**config.mk**
```make
export PLATFORM = sky130hd
export DESIGN_NAME = lms_ctr_pio_arb
export DESIGN_NICKNAME = d
export VERILOG_FILES = /design/src/rtl/lms_ctr_pio_arb.sv
export SDC_FILE = /design/constraint.sdc
export NUM_CORES = 1
export LEC_CHECK = 0
export CORE_MARGIN = 2
export CORE_UTILIZATION = 60
export CTS_BUF_LIST = sky130_fd_sc_hd__clkbuf_4 sky130_fd_sc_hd__clkbuf_8
export CTS_CLUSTER_SIZE = 10
export DETAILED_ROUTE_END_ITERATION = 10
export DONT_BUFFER_PORTS = 1
export PLACE_DENSITY = 0.78
export SKIP_CTS_REPAIR_TIMING = 1
export SLEW_MARGIN = 10
export SYNTH_ARGS = -nofsm -noshare
export SYNTH_HDL_FRONTEND = slang
export SYNTH_SLANG_ARGS = --single-unit
```
**constraint.sdc**
```tcl
create_clock -name clk -period 4.21 [get_ports clk]
set_input_delay 0.421 -clock clk [delete_from_list [all_inputs] [get_ports clk]]
set_output_delay 0.421 -clock clk [all_outputs]
set_load 0.005 [all_outputs]
```
**src/rtl/lms_ctr_pio_arb.sv**
```systemverilog
// Two-requester round-robin arbiter in front of a zero-wait PIO-style slave.
// Each transfer takes IDLE -> ACCESS -> RESP. The winner's op, address and
// write data are latched in IDLE. The slave is strobed in ACCESS. The
// granted requester is released in RESP together with the captured read data.
module lms_ctr_pio_arb #(
  parameter int unsigned ADDR_W = 3,
  parameter int unsigned DATA_W = 32
) (
  input  logic              clk,
  input  logic              reset_n,
  // requester 0
  input  logic              rq0_read,
  input  logic              rq0_write,
  input  logic [ADDR_W-1:0] rq0_address,
  input  logic [DATA_W-1:0] rq0_writedata,
  output logic [DATA_W-1:0] rq0_readdata,
  output logic              rq0_waitrequest,
  // requester 1
  input  logic              rq1_read,
  input  logic              rq1_write,
  input  logic [ADDR_W-1:0] rq1_address,
  input  logic [DATA_W-1:0] rq1_writedata,
  output logic [DATA_W-1:0] rq1_readdata,
  output logic              rq1_waitrequest,
  // slave side
  output logic [ADDR_W-1:0] m_address,
  output logic              m_chipselect,
  output logic              m_write_n,
  output logic [DATA_W-1:0] m_writedata,
  input  logic [DATA_W-1:0] m_readdata
);

  typedef enum logic [1:0] {
    S_IDLE   = 2'd0,
    S_ACCESS = 2'd1,
    S_RESP   = 2'd2
  } state_t;

  state_t            r_state;
  state_t            w_next_state;

  logic              r_last_grant;   // port served by the most recent transfer
  logic              r_grant;        // port owning the transfer in flight
  logic              r_op_write;     // latched op: 1 = write (read+write counts as write)
  logic [ADDR_W-1:0] r_address;
  logic [DATA_W-1:0] r_writedata;
  logic [DATA_W-1:0] r_rq0_readdata;
  logic [DATA_W-1:0] r_rq1_readdata;

  logic              w_req0;
  logic              w_req1;
  logic              w_any_req;
  logic              w_winner;
  logic              w_win_write;
  logic [ADDR_W-1:0] w_win_address;
  logic [DATA_W-1:0] w_win_writedata;
  logic [DATA_W-1:0] w_capture;

  assign w_req0    = rq0_read | rq0_write;
  assign w_req1    = rq1_read | rq1_write;
  assign w_any_req = w_req0 | w_req1;

  // A write returns zero. A read returns whatever the slave drives during ACCESS.
  assign w_capture = r_op_write ? '0 : m_readdata;

  // Round-robin pick: a lone requester wins, and a tie goes to the port not served last.
  always_comb begin
    // NOTE: every signal written here gets a default first, so no path can infer a latch.
    w_winner = 1'b0;
    if (w_req0 && w_req1) begin
      w_winner = ~r_last_grant;
    end else if (w_req1) begin
      w_winner = 1'b1;
    end
    w_win_write     = w_winner ? rq1_write     : rq0_write;
    w_win_address   = w_winner ? rq1_address   : rq0_address;
    w_win_writedata = w_winner ? rq1_writedata : rq0_writedata;
  end

  // State register.
  always_ff @(posedge clk or negedge reset_n) begin
    // NOTE: sequential state uses non-blocking assignments, so every flop samples pre-edge values.
    if (!reset_n) begin
      r_state <= S_IDLE;
    end else begin
      r_state <= w_next_state;
    end
  end

  // Next-state logic: leave IDLE on any request, then run ACCESS and RESP for one cycle each.
  always_comb begin
    w_next_state = r_state;
    unique case (r_state)
      S_IDLE:   if (w_any_req) w_next_state = S_ACCESS;
      S_ACCESS: w_next_state = S_RESP;
      S_RESP:   w_next_state = S_IDLE;
      default:  w_next_state = S_IDLE;
    endcase
  end

  // Latch the winner's request on the IDLE -> ACCESS transition.
  // Address and write data hold their values until the next grant.
  always_ff @(posedge clk or negedge reset_n) begin
    if (!reset_n) begin
      r_last_grant <= 1'b1;
      r_grant      <= 1'b0;
      r_op_write   <= 1'b0;
      r_address    <= '0;
      r_writedata  <= '0;
    end else if (r_state == S_IDLE && w_any_req) begin
      r_last_grant <= w_winner;
      r_grant      <= w_winner;
      r_op_write   <= w_win_write;
      r_address    <= w_win_address;
      r_writedata  <= w_win_writedata;
    end
  end

  // Capture the slave data at the end of ACCESS into the granted port's register.
  // That register becomes visible in RESP and then holds its value.
  always_ff @(posedge clk or negedge reset_n) begin
    if (!reset_n) begin
      r_rq0_readdata <= '0;
      r_rq1_readdata <= '0;
    end else if (r_state == S_ACCESS) begin
      if (r_grant) r_rq1_readdata <= w_capture;
      else         r_rq0_readdata <= w_capture;
    end
  end

  // Output decode: strobe the slave in ACCESS and release the granted port in RESP.
  always_comb begin
    m_chipselect    = 1'b0;
    m_write_n       = 1'b1;
    rq0_waitrequest = 1'b1;
    rq1_waitrequest = 1'b1;
    if (r_state == S_ACCESS) begin
      m_chipselect = 1'b1;
      m_write_n    = ~r_op_write;
    end
    if (r_state == S_RESP) begin
      rq0_waitrequest = r_grant;
      rq1_waitrequest = ~r_grant;
    end
  end

  assign m_address    = r_address;
  assign m_writedata  = r_writedata;
  assign rq0_readdata = r_rq0_readdata;
  assign rq1_readdata = r_rq1_readdata;

endmodule

```
==> results.ini, run 1 <==
[run_status]
outcome = finished clean

[yosys]
synth_nets = 573
syn_area_um2 = 4540
avgSynthCellArea_um2 = 9.76
yosysUniqueCellTypes = 22
ys_seq_elements = 104
ys_seq_area_share_pct = 57.4
ys_warn_count = 0
syn_inst = 465

[worst_setup_path]
worstSetupPathType = flip-flop to flip-flop
worstPathMaxFanout = 36
crit_path_cell_trace = o21a_1 > nor2_1 > mux2_2
worst_ep_arrival_time_ns = 2.17
slowest_stage = o21a_1
r2r_slack_ns = 2.28
crit_path_max_incr_delay_ns = 0.82
endpoint_kind = flip-flop
rr_worst_depth = 3
required_ns = 4.45
reg2reg_from = r_last_grant$_DFFE_PN1P_
start_kind = flip-flop
worstReg2RegEnd = r_grant$_DFFE_PN0P_

[sta]
period_needed_ns = 1.93
fmaxAchievable_ghz = 0.518
fin_hold_ws_ns = 0.223
maxSlewHeadroom_pct = 26.9
setup_violations = 0
worst_clock_skew_ns = 0.0170
finalSetupTns_ns = 0
finalHoldViolations = 0
setup_slack_ns = 2.28
final_min_period_over_clock_period_pct = 45.8
slew_viol_final = 0
worst_pin_slew_ns = 1.10
rsz0062_at_grt = false

[cells_and_area]
syn_to_final_growth_pct = 4.85
instances_no_fill = 546
fin_nets = 550
fin_area_um2 = 4760
diodes = 0
seqCellArea_um2 = 2600
drive_above_1_share_pct = 7.16
fillCellCount = 573
multiInputGateArea_um2 = 1750

[route]
drc = 0
firstDrtPassIters = 4
routedWlPerCell_um = 19.0
first_iter_violations = 143
drt-total-wl_um = 10400
via_per_inst = 6.18
vias = 3374
ant_nets = 0

[pwr]
p_int_uw = 2190
seq_power_share_pct = 52.8
clkPwrFrac_pct = 17.2
power.density_nw_per_um2 = 770
switching_share_pct = 40.2
p_leak_uw = 0.00197
combPwrFrac_pct = 30.0
switchingPower_uw = 1470
ir_worst_vdd_uv = 398

[global_route]
grt_max_degree = 105
grt_pass1_wl_um = 16500
grt_pass1_vias = 3218
antenna_found_initial = 0
grt_use_total_pct = 24.8
grt-ovfl-total = 0

[floorplan]
coreArea_um2 = 7290
dieArea_um2 = 8270
die-width_um = 91.0
start_util_pct = 62.2
num_rows = 31
ioPinCount = 211
die_y_um = 91.0

[clock_network]
clkLatencyLatePin_ns = 0.36
numCtsBuffers = 9
htreeDepth = 3
clock-root-buffer = clkbuf_8
cts_tree = yes
clock-sinks = 104
cts_buffer_depth = 2
path_clk_slew_ns = 0.11

[worst_hold_path]
hold_path_depth = 2
hold_class = input port to flip-flop
hold_start = m_readdata[4]
whs_endpoint = rq0_readdata[4]$_DFFE_PN0P_

[placed_design]
place_congestion = 0.905
portBuffers = 0
hpwlAfterDp_um = 7040
place_area_um2 = 4510
dp.cells = 528
post-place-ws_ns = 2.24

[run]
drv_cap = 0

-- worst max path at each step --
stage                        startpoint                     endpoint  slack [ns]  depth (start not counted)
6_report       r_last_grant$_DFFE_PN1P_          r_grant$_DFFE_PN0P_        2.28                          3
5_1_grt        r_last_grant$_DFFE_PN1P_  m_writedata[19]$_DFFE_PN0P_        2.09                          3
4_1_cts          r_op_write$_DFFE_PN0P_                    m_write_n        2.28                          1
3_5_place_dp                   rq1_read          r_grant$_DFFE_PN0P_        2.24                          3
3_3_place_gp                   rq1_read          r_grant$_DFFE_PN0P_        2.25                          3
2_1_floorplan                  rq1_read     m_address[0]$_DFFE_PN0P_        2.53                          6
-- Yosys cell counts --
library cell	count	area, um^2
dfstp_2	1	26.3
nor2_1	3	11.3
a31o_2	1	8.76
nor2b_1	2	12.5
o21ai_1	1	5.00
nand3b_1	38	285
clkbuf_1	35	131
mux2_2	2	22.5
buf_6	5	56.3
or4_4	1	11.3
dfrtp_1	103	2580
a21boi_0	1	7.51
or3b_2	1	8.76
a21oi_1	35	175
or3b_1	1	8.76
nand2_1	65	244
a21o_1	1	7.51
nand2b_1	33	206
and2_4	1	8.76
o21ai_0	99	495
a31oi_1	35	219
o21a_1	1	7.51
-- per-stage QoR --
step	total power [uW]	util [%]
2_1_floorplan	2740	-
3_3_place_gp	2970	61.9
3_5_place_dp	3050	61.9
4_1_cts	3660	64.7
5_1_grt	3950	65.2
6_report	3660	65.2
-- logic make-up after synthesis --
family                 count (synthesis)  share of synthesized area, %
multiplexers                           2                         0.496
AND/OR/NAND/NOR                      145                          17.6
flip-flops                           104                          57.4
buffers and inverters                 40                          4.14
AO/OA/AOI/OAI                        174                          20.4
-- registers in the layout (all words and copies together) (netlist names) --
register,count
m_address,3
m_writedata,32
r_grant,1
r_last_grant,1
r_op_write,1
r_state,2
rq0_readdata,32
rq1_readdata,32
-- metal layers --
metal / part of all wire [%] / up-vias / GRT usage [%]
li1: - / 1578 / -
met1: 39 / 1613 / 30.5
met2: 49 / 165 / 40.9
met3: 9.5 / 18 / 8.63
met4: 2.0 / 0 / 8.71
met5: 0 / - / 0
-- cells in the final DEF, fill, tap and decap left out, drive strengths merged --
cell type and count:
mux2 2, a31o 1, a21boi 1, nand3b 38
a21o 1, nor2 3, nand2b 33, bufinv 1
o21a 1, a21oi 35, a31oi 35, and2 1
or4 1, clkbuf 10, dfrtp 103, dlygate4sd3 1
o21ai 100, inv 2, clkinv 3, buf 5
or3b 2, nor2b 2, dfstp 1, nand2 65
-- layout make-up --
type | instances | area share (%)
multi-input cells | 321 | 36.9
well taps | 99 | 2.60
clock inverters | 6 | 1.60
flip-flops and latches | 104 | 54.7
repair buffers | 6 | 1.42
clock buffers | 10 | 2.76
-- power by group through the flow --
| stage | Clock [uW] | Combinational [uW] | Sequential [uW] |
|---|---|---|---|
| after floorplan | 0 | 967 | 1780 |
| after global placement | 0 | 1030 | 1940 |
| after detailed placement | 0 | 1090 | 1960 |
| after CTS | 641 | 1080 | 1940 |
| after global routing | 691 | 1270 | 1990 |
| final | 630 | 1100 | 1930 |
-- worst max-delay path, delay by kind of cell (launching register included) --
kind,cells,cell delay (ns)
DFF,1,0.59
muxes,1,0.30
and+or+nand+nor,1,0.11
AOI/OAI and AO/OA,1,0.82
No activity file was read; power rests on OpenSTA's default activity.
==> run 2: changes to the inputs <==
--- a/config.mk
+++ b/config.mk
@@ -5,13 +5,14 @@
 export SDC_FILE = /design/constraint.sdc
 export NUM_CORES = 1
 export LEC_CHECK = 0
+export ABC_AREA = 1
 export CORE_MARGIN = 2
-export CORE_UTILIZATION = 60
+export CORE_UTILIZATION = 59
 export CTS_BUF_LIST = sky130_fd_sc_hd__clkbuf_4 sky130_fd_sc_hd__clkbuf_8
 export CTS_CLUSTER_SIZE = 10
 export DETAILED_ROUTE_END_ITERATION = 10
 export DONT_BUFFER_PORTS = 1
-export PLACE_DENSITY = 0.78
+export PLACE_DENSITY = 0.8
 export SKIP_CTS_REPAIR_TIMING = 1
 export SLEW_MARGIN = 10
 export SYNTH_ARGS = -nofsm -noshare
==> constraint.sdc (replaced) <==
create_clock -name clk -period 1.61 [get_ports clk]
set_input_delay 0.161 -clock clk [delete_from_list [all_inputs] [get_ports clk]]
set_output_delay 0.161 -clock clk [all_outputs]
set_load 0.005 [all_outputs]
==> results.ini, run 2 <==
[yosys]
syn_area_um2 = 4950
synth_nets = 747
ys_warn_count = 0
yosysUniqueCellTypes = 18
synth_commonest_cells = 243 x nand2_1, 103 x dfrtp_1, 69 x inv_1, 56 x o21ai_0, 38 x nand3_1
netlist.area_leader.share_pct = 52.1
yosys.area_share.adder_pct = 0
synthSimpleGateAreaFrac_pct = 30.7
ys_seq_elements = 104
muxShareOfSynthArea_pct = 0
synthFlopType = dfrtp_1
synth_compound_area_share_pct = 6.85
syn_inst = 639
ys_seq_area_share_pct = 52.6
async_flop_share_pct = 100
avgSynthCellArea_um2 = 7.74
yosysMostFrequentCell = nand2_1
synth_largest_area_cell = dfrtp_1
synth.area.top_cells = dfrtp_1 52%, nand2_1 18%, o21ai_0 5.7%
post_synth_xor_area_fraction_pct = 0
synth_top_family_by_area = simple AND/OR/NAND/NOR gates
synth_edf_count = 0

[cells_and_area]
fin_nets = 735
syn_to_final_growth_pct = 6.17
diodes = 0
final_cell_mix = 243 x nand2_1, 103 x dfrtp_1, 69 x inv_1
layout_commonest_cell = nand2_1
instances_no_fill = 736
fin_util_pct = 64.2
drive_above_1_share_pct = 7.13
fin_area_um2 = 5250

[placed_design]
place_area_um2 = 5020
portBuffers = 0
hpwlAfterDp_um = 8330
dp.cells = 721
place_congestion = 0.803

[pwr]
power.density_nw_per_um2 = 1950
ir_worst_vdd_uv = 1100
p_int_uw = 5920
switching_share_pct = 42.2
combPwrFrac_pct = 36.1
seq_power_share_pct = 46.6
clkPwrFrac_pct = 17.3
p_leak_uw = 0.00292
power.total_uw = 10200
switchingPower_uw = 4320

[sta]
final_min_period_over_clock_period_pct = 92.1
worst_clock_skew_ns = 0.0128
setup_violations = 0
slew_viol_final = 0
rsz0062_at_grt = false
worst_pin_slew_ns = 0.588
fin_hold_ws_ns = -0.510
finalHoldViolations = 104
maxSlewHeadroom_pct = 60.8
fmaxAchievable_ghz = 0.674
period_needed_ns = 1.48

[route]
via_per_inst = 5.46
vias = 4020
drt-total-wl_um = 11700
ant_nets = 0
first_iter_violations = 166
drc = 0
firstDrtPassIters = 5
routedWlPerCell_um = 15.9

[floorplan]
dieArea_um2 = 9130
die_y_um = 95.6
coreArea_um2 = 8180
die-width_um = 95.6
num_rows = 33
start_util_pct = 60.5
ioPinCount = 211

[worst_setup_path]
start_kind = flip-flop
worst_ep_arrival_time_ns = 1.32
slowest_stage = dfrtp_1
crit_path_max_incr_delay_ns = 0.42
required_ns = 1.45
crit_buf_inv = 4
crit_path_cell_trace = inv_2 > nand2_4 > buf_12 > inv_1 > buf_4
worstSetupPathType = flip-flop to output port
critPathTopFamily = buffers and inverters
endpoint_kind = output port
worstPathMaxFanout = 29

[clock_network]
clock-sinks = 104
path_clk_slew_ns = 0.10
cts_tree = yes
clkLatencyLatePin_ns = 0.35
cts_buffer_depth = 2
clock-root-buffer = clkbuf_8
numCtsBuffers = 9
htreeDepth = 3

[global_route]
grt-ovfl-total = 0
grt_use_total_pct = 25.5
grt_max_degree = 105
grt_pass1_wl_um = 18400
antenna_found_initial = 0
grt_pass1_vias = 3835

[run_status]
outcome = finished with violations
violations = negative hold slack

[worst_hold_path]
hold_class = input port to asynchronous set/reset pin

[run]
drv_cap = 0

## run 2: cell count changes in the layout (fill, tap and decap cells not counted), moves of 9 or more
cell and change:
nand2_1 +178, inv_1 +69, o21ai_0 -43, nand3_1 +38
a21oi_1 -35, a31oi_1 -35, nand2b_1 -33, nor2_1 +32
buf_4 +11, o21ai_1 +9
## run 2: cells by family after synthesis
group / count (synthesis)
compound gates: 67
flops: 104
simple gates: 354
buf+inv: 114
## run 2: worst paths after layout
path                            cells past startpoint                    from  slack [ns]                          end
worst max-delay path                                5  r_state[1]$_DFFE_PN0P_        0.13                 m_chipselect
worst min-delay path                                0                 reset_n       -0.51  rq1_readdata[8]$_DFFE_PN0P_
worst max register to register                      6  r_state[1]$_DFFE_PN0P_        0.16  m_writedata[13]$_DFFE_PN0P_
worst min register to register                      2  r_op_write$_DFFE_PN0P_        0.49       r_op_write$_DFFE_PN0P_
max in group asynchronous                           0                 reset_n        1.88     r_last_grant$_DFFE_PN1P_
min in group clk                                    4           m_readdata[4]        0.01  rq1_readdata[4]$_DFFE_PN0P_
## run 2: metal layers
layer	share of wire, %	GRT usage (%)
met1	40	31.6
met2	51	43.8
met3	8.8	7.19
met4	0.68	7.14
met5	0	0
## run 2: worst reg2reg max path, stage by stage (launching register included)
cell and delay, ns:
dfrtp_1 0.43, inv_2 0.10, nand2_1 0.08, a21oi_2 0.23, inv_2 0.30, nand2_1 0.16, nand2_1 0.06
## run 2: power by group through the flow
| stage | logic (uW) | clock network [uW] | registers, uW |
|---|---|---|---|
| 2_1_floorplan | 2910 | 0 | 4480 |
| 3_3_place_gp | 3440 | 0 | 4790 |
| 3_5_place_dp | 3690 | 0 | 4810 |
| 4_1_cts | 3690 | 1800 | 4780 |
| 5_1_grt | 4250 | 1910 | 4910 |
| 6_report | 3690 | 1770 | 4770 |
## run 2: final cells by class
cell class,count,area [um^2]
clock inverters,5,81.3
multi-input cells,421,1870
clock buffers,10,138
well taps,105,131
flip-flops and latches,104,2600
repair buffers,17,153
inverters,74,278
fillers,689,2920
## run 2: per-stage QoR
stage	hold WS (ns)	setup TNS [ns]	worst slack, ns
global placement	-0.132	0	0.302
finish	-0.510	0	0.127
detailed placement	-0.133	0	0.187
global route	-0.538	0	0.0152
CTS	-0.522	-0.0374	-0.0374
floorplan	-0.135	0	0.418
==> run 3: changes to the inputs <==
--- a/config.mk
+++ b/config.mk
@@ -5,7 +5,6 @@
 export SDC_FILE = /design/constraint.sdc
 export NUM_CORES = 1
 export LEC_CHECK = 0
-export ABC_AREA = 1
 export CORE_MARGIN = 2
 export CORE_UTILIZATION = 59
 export CTS_BUF_LIST = sky130_fd_sc_hd__clkbuf_4 sky130_fd_sc_hd__clkbuf_8
==> results.ini, run 3 (synthesis results as in run 1) <==
[sta]
finalSetupTns_ns = 0
setup_violations = 0
fin_hold_ws_ns = -0.524
final_min_period_over_clock_period_pct = 95.7
maxSlewHeadroom_pct = 77.8
rsz0062_at_grt = false
period_needed_ns = 1.54
fmaxAchievable_ghz = 0.649
finalHoldViolations = 115
worst_clock_skew_ns = 0.00759
worst_pin_slew_ns = 0.333
slew_viol_final = 0

[floorplan]
dieArea_um2 = 8410
coreArea_um2 = 7330
start_util_pct = 61.9
die_y_um = 91.7
num_rows = 31
die-width_um = 91.7
ioPinCount = 211

[global_route]
grt_pass1_vias = 3322
grt_pass1_wl_um = 16800
antenna_found_initial = 0
grt_max_degree = 105
grt_use_total_pct = 24.9
grt-ovfl-total = 0

[run_status]
violations = negative hold slack
outcome = finished with violations

[cells_and_area]
drive_above_1_share_pct = 7.43
fin_nets = 641
fin_util_pct = 77.4
layout_commonest_cell = dfrtp_1
syn_to_final_growth_pct = 25.1
final_cell_mix = 103 x dfrtp_1, 99 x o21ai_0, 84 x dlygate4sd3_1

[route]
first_iter_violations = 249
routedWlPerCell_um = 19.9
firstDrtPassIters = 6
via_per_inst = 6.22
vias = 3968
dr_wl_met3_um = 1300
drt-total-wl_um = 12700
drc = 0
ant_nets = 0
met2WireLength_um = 6440
drt-met1-wl_um = 4520
maxUsedRoutingLayer = met4

[worst_setup_path]
endpoint_kind = flip-flop
worstReg2RegEnd = rq0_readdata[4]$_DFFE_PN0P_
worstPathMaxFanout = 64
r2r_slack_ns = 0.07
rr_worst_depth = 3
worst_ep_arrival_time_ns = 1.80
worstSetupPathType = flip-flop to flip-flop
reg2reg_from = r_state[1]$_DFFE_PN0P_
required_ns = 1.87
start_kind = flip-flop

[clock_network]
clkLatencyLatePin_ns = 0.36
cts_buffer_depth = 2
clock-root-buffer = clkbuf_8
path_clk_slew_ns = 0.10
numCtsBuffers = 9
clock-sinks = 104
cts_tree = yes
htreeDepth = 3

[worst_hold_path]
hold_class = input port to asynchronous set/reset pin

[run]
drv_cap = 0

[placed_design]
hpwlAfterDp_um = 7130
portBuffers = 0
place_congestion = 0.870

[pwr]
p_leak_uw = 0.00235
ir_worst_vdd_uv = 954
power.density_nw_per_um2 = 1770

-- run 3: cell count changes in the layout (fill, tap and decap cells not counted), sizes merged, moves of 3 or more --
cell / delta
nand2: -180
dlygate4sd3: +84
inv: -72
nand3: -38
a31oi: +35
a21oi: +34
o21ai: +34
nand2b: +33
nor2: -33
buf: -4
nand3b: +3
-- run 3: final cells by class --
type	instances	area [um^2]
fillers	451	1660
clock buffers	10	131
flip-flops and latches	104	2600
repair buffers	97	1000
well taps	99	124
clock inverters	6	52.6
multi-input cells	321	1760
diodes	1	2.50
-- run 3: critical path, cell delays in order (launching register included) --
cell,delay (ns)
dfrtp_1,0.46
or3b_2,0.53
buf_12,0.21
o21ai_0,0.24
-- run 3: where the power goes --
part           total (uW)  switching (uW)  leakage (uW)  internal [uW]
logic                3550            2070      0.000982           1480
registers            4970            1100       0.00128           3870
clock network        1520             921     0.0000884            602
total               10000            4090       0.00235           5950
-- run 3: metal layers --
layer,track usage [%],vias up
li1,-,1762
met1,30.6,1906
met2,41.8,250
met3,7.56,50
met4,8.83,0
met5,0,-
-- run 3: per-stage QoR --
stage | power [uW] | hold WS (ns) | cells | cell area (um^2) | setup slack [ns]
after floorplan | 7170 | -0.135 | 465 | 4540 | 0.188
after global placement | 8030 | -0.133 | 537 | 4650 | 0.195
after detailed placement | 8260 | -0.132 | 537 | 4650 | 0.0690
after CTS | 9760 | -0.542 | 553 | 4830 | 0.0446
after global routing | 10700 | -0.551 | 637 | 5670 | 0.0114
final | 10000 | -0.524 | 638 | 5670 | 0.0690
-- run 3: worst max path at each step --
stage | start | slack, ns | end | cells after the start
global route | r_state[1]$_DFFE_PN0P_ | 0.01 | rq0_readdata[4]$_DFFE_PN0P_ | 3
floorplan | r_state[0]$_DFFE_PN0P_ | 0.19 | r_grant$_DFFE_PN0P_ | 3
CTS | r_state[1]$_DFFE_PN0P_ | 0.04 | rq0_readdata[4]$_DFFE_PN0P_ | 3
finish | r_state[1]$_DFFE_PN0P_ | 0.07 | rq0_readdata[4]$_DFFE_PN0P_ | 3
detailed placement | r_state[1]$_DFFE_PN0P_ | 0.07 | rq0_readdata[4]$_DFFE_PN0P_ | 3
global placement | r_state[1]$_DFFE_PN0P_ | 0.19 | rq0_readdata[15]$_DFFE_PN0P_ | 4
